**src/rtl/window_scan_controller_pkg.sv**
```systemverilog
// Shared types and constants for the window scan controller.
// Optional feature macro: WINDOW_CTRL_STRIDE_EN (see scan_position_counter).
package window_scan_controller_pkg;

  typedef enum logic [2:0] {
    ST_IDLE,
    ST_SCAN,
    ST_ROWADV,
    ST_HOLD,
    ST_DONE
  } state_e;

  localparam logic SHIFT_DIR_H = 1'b1;
  localparam logic SHIFT_DIR_V = 1'b0;

  localparam int DEF_PIXEL_WIDTH = 30;
  typedef logic [DEF_PIXEL_WIDTH-1:0] pixel_t;

endpackage

```
**src/rtl/window_scan_controller_if.sv**
```systemverilog
// Pixel stream, window array control and window handshake bundle.
// master = upstream/downstream environment, slave = the controller.
interface window_scan_controller_if #(
  parameter int IMG_W       = 28,
  parameter int IMG_H       = 28,
  parameter int PIXEL_WIDTH = 30
);
  logic                     start;
  logic [PIXEL_WIDTH-1:0]   pix_in;
  logic                     pix_valid;
  logic                     pix_ready;
  logic [PIXEL_WIDTH-1:0]   pix_out;
  logic                     shift_en;
  logic                     shift_dir;
  logic                     win_valid;
  logic                     win_ready;
  logic [$clog2(IMG_H)-1:0] win_row;
  logic [$clog2(IMG_W)-1:0] win_col;
  logic                     busy;
  logic                     frame_done;

  modport master (
    output start, pix_in, pix_valid, win_ready,
    input  pix_ready, pix_out, shift_en, shift_dir, win_valid,
           win_row, win_col, busy, frame_done
  );

  modport slave (
    input  start, pix_in, pix_valid, win_ready,
    output pix_ready, pix_out, shift_en, shift_dir, win_valid,
           win_row, win_col, busy, frame_done
  );
endinterface

```
**src/rtl/window_scan_controller_scan_position_counter.sv**
```systemverilog
// Column/row tracker for the raster scan plus window-complete qualification.
// With WINDOW_CTRL_STRIDE_EN, wrap-around phase counters enforce the stride.
module scan_position_counter #(
  parameter int IMG_W  = 28,
  parameter int IMG_H  = 28,
  parameter int WIN_W  = 9,
  parameter int WIN_H  = 9,
  parameter int STRIDE = 1,
  localparam int CW    = $clog2(IMG_W),
  localparam int RW    = $clog2(IMG_H)
) (
  input  logic          clock,
  input  logic          reset,
  input  logic          clr,
  input  logic          col_inc,
  input  logic          row_adv,
  output logic [CW-1:0] col,
  output logic [RW-1:0] row,
  output logic          col_last,
  output logic          row_last,
  output logic          win_ok
);
  logic col_fill, row_fill, stride_ok;

  always_ff @(posedge clock or posedge reset) begin
    if (reset) begin
      col <= '0;
      row <= '0;
    end else if (clr) begin
      col <= '0;
      row <= '0;
    end else if (row_adv) begin
      col <= '0;
      row <= row + 1'b1;
    end else if (col_inc) begin
      col <= col + 1'b1;
    end
  end

  assign col_last = (col == CW'(IMG_W-1));
  assign row_last = (row == RW'(IMG_H-1));
  assign col_fill = (col >= CW'(WIN_W-1));
  assign row_fill = (row >= RW'(WIN_H-1));

`ifdef WINDOW_CTRL_STRIDE_EN
  localparam int PW = (STRIDE > 1) ? $clog2(STRIDE) : 1;
  localparam logic [PW-1:0] PH_LAST = PW'(STRIDE-1);
  logic [PW-1:0] col_ph, row_ph;

  // Phases count (pos - (WIN-1)) mod STRIDE; they only start moving once
  // the position has passed the fill region.
  always_ff @(posedge clock or posedge reset) begin
    if (reset) begin
      col_ph <= '0;
      row_ph <= '0;
    end else if (clr) begin
      col_ph <= '0;
      row_ph <= '0;
    end else if (row_adv) begin
      col_ph <= '0;
      if (row_fill) row_ph <= (row_ph == PH_LAST) ? '0 : row_ph + 1'b1;
    end else if (col_inc) begin
      if (col_fill) col_ph <= (col_ph == PH_LAST) ? '0 : col_ph + 1'b1;
    end
  end

  assign stride_ok = (col_ph == '0) && (row_ph == '0);
`else
  // Stride is treated as 1; only a legal (non-zero) setting is meaningful.
  assign stride_ok = (STRIDE >= 1);
`endif

  assign win_ok = col_fill && row_fill && stride_ok;

endmodule

```
**src/rtl/window_scan_controller.sv**
```systemverilog
// Frame sequencer for the 2-D shifting-window array: pixel intake, shift
// strobes, window handshake. Optional macro: WINDOW_CTRL_STRIDE_EN.
module window_scan_controller
  import window_scan_controller_pkg::*;
#(
  parameter int IMG_W       = 28,
  parameter int IMG_H       = 28,
  parameter int WIN_W       = 9,
  parameter int WIN_H       = 9,
  parameter int PIXEL_WIDTH = 30,
  parameter int STRIDE      = 1
) (
  input  logic                     clock,
  input  logic                     reset,
  window_scan_controller_if.slave  bus
);
  localparam int CW = $clog2(IMG_W);
  localparam int RW = $clog2(IMG_H);

  state_e                 state, nstate;
  logic [CW-1:0]          col;
  logic [RW-1:0]          row;
  logic                   col_last, row_last, win_ok;
  logic                   clr, col_inc, row_adv;
  logic                   accept, win_take;
  logic [PIXEL_WIDTH-1:0] pix_q;
  logic                   shift_en_q, shift_dir_q, win_valid_q, busy_q;

  scan_position_counter #(
    .IMG_W(IMG_W), .IMG_H(IMG_H), .WIN_W(WIN_W), .WIN_H(WIN_H), .STRIDE(STRIDE)
  ) u_pos (
    .clock    (clock),
    .reset    (reset),
    .clr      (clr),
    .col_inc  (col_inc),
    .row_adv  (row_adv),
    .col      (col),
    .row      (row),
    .col_last (col_last),
    .row_last (row_last),
    .win_ok   (win_ok)
  );

  assign accept   = (state == ST_SCAN) && bus.pix_valid;
  assign win_take = win_valid_q && bus.win_ready;

  always_ff @(posedge clock or posedge reset) begin
    if (reset) state <= ST_IDLE;
    else       state <= nstate;
  end

  always_comb begin
    nstate  = state;
    clr     = 1'b0;
    col_inc = 1'b0;
    row_adv = 1'b0;
    case (state)
      ST_IDLE: if (bus.start) begin
        nstate = ST_SCAN;
        clr    = 1'b1;
      end
      ST_SCAN: if (accept) begin
        if (win_ok)        nstate = ST_HOLD;
        else if (col_last) nstate = ST_ROWADV;
        else               col_inc = 1'b1;
      end
      ST_HOLD: if (win_take) begin
        if (col_last && row_last) nstate = ST_DONE;
        else if (col_last)        nstate = ST_ROWADV;
        else begin
          col_inc = 1'b1;
          nstate  = ST_SCAN;
        end
      end
      ST_ROWADV: begin
        if (row_last) nstate = ST_DONE;
        else begin
          row_adv = 1'b1;
          nstate  = ST_SCAN;
        end
      end
      ST_DONE: nstate = ST_IDLE;
      default: nstate = ST_IDLE;
    endcase
  end

  // win_valid rises one cycle after entering HOLD so the array has applied
  // the completing shift before the window is offered downstream.
  always_ff @(posedge clock or posedge reset) begin
    if (reset) begin
      pix_q       <= '0;
      shift_en_q  <= 1'b0;
      shift_dir_q <= 1'b0;
      win_valid_q <= 1'b0;
      busy_q      <= 1'b0;
    end else begin
      shift_en_q <= 1'b0;
      if (accept) begin
        pix_q       <= bus.pix_in;
        shift_en_q  <= 1'b1;
        shift_dir_q <= SHIFT_DIR_H;
      end else if (state == ST_ROWADV && !row_last) begin
        shift_en_q  <= 1'b1;
        shift_dir_q <= SHIFT_DIR_V;
      end
      win_valid_q <= (state == ST_HOLD) && !win_take;
      if (state == ST_IDLE && bus.start) busy_q <= 1'b1;
      else if (state == ST_DONE)         busy_q <= 1'b0;
    end
  end

  assign bus.pix_ready  = (state == ST_SCAN);
  assign bus.pix_out    = pix_q;
  assign bus.shift_en   = shift_en_q;
  assign bus.shift_dir  = shift_dir_q;
  assign bus.win_valid  = win_valid_q;
  assign bus.win_row    = row;
  assign bus.win_col    = col;
  assign bus.busy       = busy_q;
  assign bus.frame_done = (state == ST_DONE);

endmodule

```
**src/flat_wrapper.sv**
```systemverilog
// flat-port wrapper written by rule: the top's interface ports become plain ports
module window_scan_controller_flat import window_scan_controller_pkg::*;
#(
  parameter int IMG_W       = 28,
  parameter int IMG_H       = 28,
  parameter int WIN_W       = 9,
  parameter int WIN_H       = 9,
  parameter int PIXEL_WIDTH = 30,
  parameter int STRIDE      = 1
)
  (clock, reset, bus_start, bus_pix_in, bus_pix_valid, bus_win_ready, bus_pix_ready, bus_pix_out, bus_shift_en, bus_shift_dir, bus_win_valid, bus_win_row, bus_win_col, bus_busy, bus_frame_done);
  window_scan_controller_if #(.IMG_W(IMG_W), .IMG_H(IMG_H), .PIXEL_WIDTH(PIXEL_WIDTH)) bus_i ();
  input  logic clock;
  input  logic reset;
  input wire logic [$bits(bus_i.start)-1:0] bus_start;
  input wire logic [$bits(bus_i.pix_in)-1:0] bus_pix_in;
  input wire logic [$bits(bus_i.pix_valid)-1:0] bus_pix_valid;
  input wire logic [$bits(bus_i.win_ready)-1:0] bus_win_ready;
  output wire logic [$bits(bus_i.pix_ready)-1:0] bus_pix_ready;
  output wire logic [$bits(bus_i.pix_out)-1:0] bus_pix_out;
  output wire logic [$bits(bus_i.shift_en)-1:0] bus_shift_en;
  output wire logic [$bits(bus_i.shift_dir)-1:0] bus_shift_dir;
  output wire logic [$bits(bus_i.win_valid)-1:0] bus_win_valid;
  output wire logic [$bits(bus_i.win_row)-1:0] bus_win_row;
  output wire logic [$bits(bus_i.win_col)-1:0] bus_win_col;
  output wire logic [$bits(bus_i.busy)-1:0] bus_busy;
  output wire logic [$bits(bus_i.frame_done)-1:0] bus_frame_done;
  assign bus_i.start = bus_start;
  assign bus_i.pix_in = bus_pix_in;
  assign bus_i.pix_valid = bus_pix_valid;
  assign bus_i.win_ready = bus_win_ready;
  assign bus_pix_ready = bus_i.pix_ready;
  assign bus_pix_out = bus_i.pix_out;
  assign bus_shift_en = bus_i.shift_en;
  assign bus_shift_dir = bus_i.shift_dir;
  assign bus_win_valid = bus_i.win_valid;
  assign bus_win_row = bus_i.win_row;
  assign bus_win_col = bus_i.win_col;
  assign bus_busy = bus_i.busy;
  assign bus_frame_done = bus_i.frame_done;
  window_scan_controller #(.IMG_W(IMG_W), .IMG_H(IMG_H), .WIN_W(WIN_W), .WIN_H(WIN_H), .PIXEL_WIDTH(PIXEL_WIDTH), .STRIDE(STRIDE)) u_core (.clock(clock), .reset(reset), .bus(bus_i));
endmodule
```
**config.mk**
```make
export PLATFORM = sky130hd
export DESIGN_NAME = window_scan_controller_flat
export DESIGN_NICKNAME = d
export VERILOG_FILES = /design/src/rtl/window_scan_controller_pkg.sv /design/src/rtl/window_scan_controller_if.sv /design/src/rtl/window_scan_controller_scan_position_counter.sv /design/src/rtl/window_scan_controller.sv /design/src/flat_wrapper.sv
export SDC_FILE = /design/constraint.sdc
export NUM_CORES = 1
export LEC_CHECK = 0
export CORE_UTILIZATION = 43
export DETAILED_ROUTE_END_ITERATION = 6
export MAX_ROUTING_LAYER = met4
export PLACE_DENSITY = 0.8
export SLEW_MARGIN = 10
export SYNTH_ARGS = -nofsm -noshare
export SYNTH_HDL_FRONTEND = slang
export SYNTH_SLANG_ARGS = --single-unit
```
**constraint.sdc**
```tcl
create_clock -name clock -period 1.9 [get_ports clock]
set_input_delay 0.38 -clock clock [delete_from_list [all_inputs] [get_ports clock]]
set_output_delay 0.38 -clock clock [all_outputs]
set_load 0.005 [all_outputs]
```
==> results.md, run 1 <==
* Cell area after placement at 2920 um2
* Worst Clk Skew at 0.00353 ns
* Final Util at 69.3%
* Predominant post-synthesis flop cell: dfrtp_1
* Reg2reg start: u_core.state[1]$_DFFE_PP0P_
* GRT Residual Overflow at 0
* Post-Syn Instances at 157
* Fillers at 330
* Area growth, synth to finish at 51.9%
* Worst Path Required at 1.52 ns
* Share of the synthesized area in the top cell type at 58.1%
* Setup Crit Path Kind: reg -> out
* Routed Antenna Nets at 0
* Slew margin rel. at 75.0%
* Vias in the first global route at 1609
* Yosys top cell by area: dfrtp_1
* Root Buffer: clkbuf_8
* Commonest cells post-synth: dfrtp_1, mux2_2, inv_1, nor2_1
* Setup TNS at 0 ns
* Worst setup path endpoint: bus_frame_done
* Hold WC Path Type: in -> async
* CTS HTree Levels at 2
* Via count at 1551
* Setup crit start: u_core.state[0]$_DFFE_PP0P_
* Violated checks: design-rule violations
* GP Congestion at 0.850
* Syn. warnings at 0
* Post-route cell area at 3080 um2
* Count of final hold-check violations at 0
* Layout cells sized above 1 at 22.5%
* First drt pass iteration count at 6
* HPWL after DPL at 3140 um
* CTS Buf Count at 5
* Die width at 70.6 um
* Setup crit start kind: flip-flop
* Worst-Margin Slew at 0.371 ns
* Worst setup EP type: output port
* Sink Count at 47
* CP Max Fanout at 4
* Count leader, synth: dfrtp_1
* Row count at 24
* Post-layout min period at 1.86 ns
* Final wirelength at 4440 um
* Num ports at 81
* Clk slew on worst S/H paths at 0.08 ns
* Worst-Skew Late Latency at 0.29 ns
* Mapped Area at 2030 um2
* Final-report setup violation count at 0
* Avg Cell Area, Syn at 12.9 um2
* FMAX at 538 MHz
* CORE AREA at 4440 um2
* IO buf count at 80
* CTS Buffer Depth at 2
* TritonCTS clock tree: done
* Global-route wire length before repair at 7480 um
* Die Height at 70.6 um
* Status: complete, but fails checks
* Reg-to-reg slack, setup at 0.17 ns
* Tcrit/Tclk final at 97.8%
* Gr usage total at 19.8%
* Die ar. at 4990 um2
* FF-to-FF path depth at 4
* Final net count at 287
* Syn nets at 196
* Initial antenna violation count at 0
* Via density at 5.15
* #FFs+latches synth at 47
* Max-slew violation count at 0
* Cts hold-fix bufs at 0
* Largest net degree at the start of global routing at 33
* Ant. Diodes at 0
* Remaining DRCs at 7
* Max cap viols at 0
* Number of DRC markers in iteration 0 at 115
* Synth unique cells at 32
* P_leak at 1.34 nW
* Seq/Total Area, Yosys at 58.1%
* Synth area leaders: dfrtp_1, mux2_2, ha_1
* Worst vdd rail ir drop at 0.882 mV
* Wirelength per Cell at 14.8 um
* Synth async-reset ratio at 100%
* Arrival time of the worst setup path at 1.48 ns
* Initial Utilization at 45.6%
* Pwr dens at 1390 nW/um2
* Number of flops mapped to enable cells by yosys at 0
* RR Endpoint: u_core.bus.pix_out[6]$_DFFE_PP0P_
-- critical path, stage by stage, from the launching register on --
cell,delay [ns]
dfrtp_2,0.46
nor3_4,0.20
clkdlybuf4s50_1,0.52
-- state kept, by name (all words and copies together) (netlist names) --
signal and count:
u_core.bus.shift_en 1, u_core.bus.shift_dir 1, u_core.u_pos.col 5, u_core.state 3, u_core.bus.pix_out 30, u_core.u_pos.row 5, u_core.bus.busy 1, u_core.bus.win_valid 1
-- layout by cell type, fill, tap and decap left out, types with 3 or more instances in the layout --
cell type / instances
buf_4: 8
clkbuf_8: 5
clkdlybuf4s50_1: 79
dfrtp_1: 45
ha_1: 4
inv_1: 9
mux2_2: 30
mux2i_1: 5
nand2_1: 6
nand3_1: 6
nand4_1: 4
nor2_1: 9
o21ai_0: 3
xor2_1: 3
-- worst min path at each step --
stage	from	endpoint	slack, ns	cells after the start
after floorplan	u_core.bus.shift_dir$_DFFE_PP0P_	u_core.bus.shift_dir$_DFFE_PP0P_	0.47	1
after global placement	u_core.bus.shift_dir$_DFFE_PP0P_	u_core.bus.shift_dir$_DFFE_PP0P_	0.46	1
after detailed placement	u_core.bus.shift_dir$_DFFE_PP0P_	u_core.bus.shift_dir$_DFFE_PP0P_	0.48	1
after CTS	reset	u_core.bus.pix_out[5]$_DFFE_PP0P_	0.38	2
after global routing	reset	u_core.bus.shift_en$_DFF_PP0_	0.40	2
final	reset	u_core.bus.busy$_DFFE_PP0P_	0.37	2
-- final cells by class --
| cell class | instances | area (um2) | share of cell area, % |
|---|---|---|---|
| clock inverters | 1 | 5.00 | 0.163 |
| flip-flops and latches | 47 | 1180 | 38.3 |
| well taps | 52 | 65.1 | 2.11 |
| repair buffers | 90 | 900 | 29.2 |
| inverters | 10 | 37.5 | 1.22 |
| multi-input cells | 94 | 816 | 26.5 |
| clock buffers | 7 | 76.3 | 2.48 |
-- logic make-up after synthesis --
group,Yosys count,share of synthesized area [%]
xor+xnor,4,1.73
fa+ha+maj,4,2.47
flops,47,58.1
mux,35,19.1
simple gates,40,10.7
buf+inv,16,3.77
compound gates,11,4.14
-- power breakdown --
group	switching, mW	total (mW)	internal, mW
sequential	0.298	1.73	1.43
clock	0.323	0.582	0.259
combinational	0.646	1.96	1.31
total	1.27	4.27	3.00
-- per-stage QoR --
step | setup WS, ns | cells | total power [mW] | hold slack (ns)
detailed placement | -0.0998 | 287 | 3.62 | 0.483
finish | 0.0411 | 301 | 4.27 | 0.373
global placement | -0.0588 | 287 | 3.57 | 0.463
CTS | 0.0169 | 299 | 4.26 | 0.375
floorplan | 0.404 | 157 | 2.50 | 0.474
global route | -0.00990 | 301 | 4.54 | 0.403
-- per-layer routing --
layer | up-vias | global-route usage [%] | routed length, um
li1 | 723 | - | -
met1 | 767 | 25.8 | 1990
met2 | 55 | 29.9 | 2050
met3 | 6 | 6.55 | 341
met4 | 0 | 5.56 | 51
met5 | - | - | 0
-- repair_timing --
action                                 CTS  global route
setup endpoints to repair                2             3
setup buffers                            4             2
endpoints found under the hold margin    0             0
pin swaps                                0             1
resized for setup                        6             3
Note: power is estimated with default switching activity, not from simulation.
==> inputs of run 2 (changes only) <==
==> constraint.sdc (replaced) <==
create_clock -name clock -period 1.9 [get_ports clock]
set_input_delay 0.38 -clock clock [delete_from_list [all_inputs] [get_ports clock]]
set_output_delay 0.38 -clock clock [all_outputs]
set_load 0.1 [all_outputs]
==> results.md, run 2 (same netlist as run 1, synthesis figures left out) <==
* Status: finished clean
* FMAX at 556 MHz (+3.4%)
* Most common cell after layout, fill and taps aside: dfrtp_1
* Post-route insts no fill at 296 (-1.7%)
* CTS Buffer Depth at 2 (unchanged)
* Slew margin rel. at 66.6% (-8.4 points)
* Global-route wire length before repair at 7270 um (-2.9%)
* Setup repair bufs after CTS at 0 (-4)
* DR WL met2 at 2140 um (+4.4%)
* Critical-path cell list: nand2b_1 -> nor2_2 -> buf_12
* Worst setup path endpoint: bus_pix_ready
* Top Layer Used: met4
* FF-to-FF path depth at 5 (+1)
* Number of DRC markers in iteration 0 at 61 (-47%)
* GRT Residual Overflow at 0 (unchanged)
* CORE AREA at 4440 um2 (unchanged)
* GP Congestion at 0.810 (-4.7%)
* Largest net degree at the start of global routing at 34 (+3.0%)
* RSZ-0062 raised after global routing: no
* Die Height at 70.6 um (unchanged)
* Reg-to-reg slack, setup at 0.23 ns (+0.06 ns)
* Num ports at 81 (unchanged)
* Cts hold-fix bufs at 0 (unchanged)
* Die ar. at 4990 um2 (unchanged)
* IO buf count at 80 (unchanged)
* CTS HTree Levels at 2 (unchanged)
* Layout cells sized above 1 at 42.6% (+20 points)
* Area growth, synth to finish at 55.9%
* Final wirelength at 4380 um (-1.3%)
* Max cap viols at 0 (unchanged)
* Max-slew violation count at 0 (unchanged)
* Initial antenna violation count at 0 (unchanged)
* Most frequent cells in the layout: dfrtp_1, clkdlybuf4s50_1, buf_4, mux2_2, buf_12
* First drt pass iteration count at 4 (-2)
* TritonCTS clock tree: done
* Hold WC Path Type: in -> async
* Worst Path Buf+Inv at 1 (unchanged)
* Worst-Margin Slew at 0.499 ns (+0.129 ns)
* Root Buffer: clkbuf_8
* Via count at 1513 (-2.5%)
* Final-report setup violation count at 0 (unchanged)
* Metal3 WL at 341 um (unchanged)
* Remaining DRCs at 0 (-7)
* HPWL after DPL at 3270 um (+4.0%)
* Crit path depth at 3 (+1)
* Sink Count at 47 (unchanged)
* Count of final hold-check violations at 0 (unchanged)
* Gr usage total at 19.9% (+0.083 points)
* Worst Path Required at 1.52 ns (about the same)
* Arrival time of the worst setup path at 1.42 ns (-0.06 ns)
* Initial Utilization at 45.6% (unchanged)
* RR Endpoint: u_core.u_pos.col[2]$_DFFE_PP0P_
* Setup crit start kind: flip-flop
* Vias in the first global route at 1533 (-4.7%)
* Via density at 5.11 (-0.80%)
* Clk slew on worst S/H paths at 0.08 ns (about the same)
* Routed Antenna Nets at 0 (unchanged)
* Post_cts resized at 0 (-6)
* Setup crit start: u_core.state[2]$_DFFE_PP0P_
* Setup Crit Path Kind: reg -> out
* Placed insts at 288 (+0.35%)
* Wirelength per Cell at 14.8 um (+0.41%)
* Max FFs per register at 30 (unchanged)
* Final net count at 282 (-1.7%)
* Tcrit/Tclk final at 94.6% (-3.2 points)
* CP top delay family: flip-flops
* Slowest CP cell: dfrtp_1
* Largest stage delay, worst path at 0.49 ns (-0.03 ns)
* Worst-Skew Late Latency at 0.31 ns (+0.02 ns)
* Post-layout min period at 1.80 ns (-0.0609 ns)
* Worst Clk Skew at 0.00932 ns (+0.00579 ns)
* CTS Buf Count at 5 (unchanged)
* Reg2reg start: u_core.u_pos.row[1]$_DFFE_PP0P_
* Ant. Diodes at 0 (unchanged)
* Die width at 70.6 um (unchanged)
* Worst setup EP type: output port
* CP Max Fanout at 8 (+4)
* Wire length on met1 at 1830 um (-8.2%)
* Row count at 24 (unchanged)
==> run 2: stage by stage <==
step | hold WS, ns | utilization (%) | setup TNS [ns] | worst slack, ns | area [um2]
2_1_floorplan | 0.521 | - | 0 | 0.0842 | 2050
3_3_place_gp | 0.492 | 68.4 | -1.71 | -0.0657 | 3040
3_5_place_dp | 0.497 | 68.4 | -2.75 | -0.109 | 3040
4_1_cts | 0.353 | 71.1 | 0 | 0.0862 | 3160
5_1_grt | 0.380 | 71.1 | 0 | 0.0299 | 3160
6_report | 0.349 | 71.1 | 0 | 0.102 | 3160
==> run 2: routing by layer <==
metal,vias to the layer above,global-route usage (%)
li1,715,-
met1,739,23.9
met2,53,30.5
met3,6,8.12
met4,0,6.67
met5,-,-
==> run 2: how the worst min path moves through the flow <==
| stage | end | cells past startpoint |
|---|---|---|
| after floorplan | u_core.state[2]$_DFFE_PP0P_ | 1 |
| after global placement | u_core.bus.pix_out[12]$_DFFE_PP0P_ | 1 |
| after detailed placement | u_core.bus.pix_out[26]$_DFFE_PP0P_ | 1 |
| after CTS | u_core.bus.pix_out[8]$_DFFE_PP0P_ | 2 |
| after global routing | u_core.bus.pix_out[14]$_DFFE_PP0P_ | 2 |
| final | u_core.bus.pix_out[8]$_DFFE_PP0P_ | 2 |
==> run 2: worst register-to-register path: stages (launching register included) <==
cell and delay [ns]:
dfrtp_2 0.43, ha_1 0.21, nand4b_1 0.22, o211ai_1 0.49, nand2_1 0.11, mux2i_1 0.14
==> run 2: area by class of cell <==
class                   instances  area (um2)
well taps                      52        65.1
clock buffers                   6        82.6
flip-flops and latches         47        1190
fillers                       308        1290
repair buffers                 85         948
inverters                      10        37.5
clock inverters                 2        35.0
multi-input cells              94         802
Power of run 2 is not shown: default switching activity piles up to over one toggle a cycle in this logic, so the estimate is an artifact.
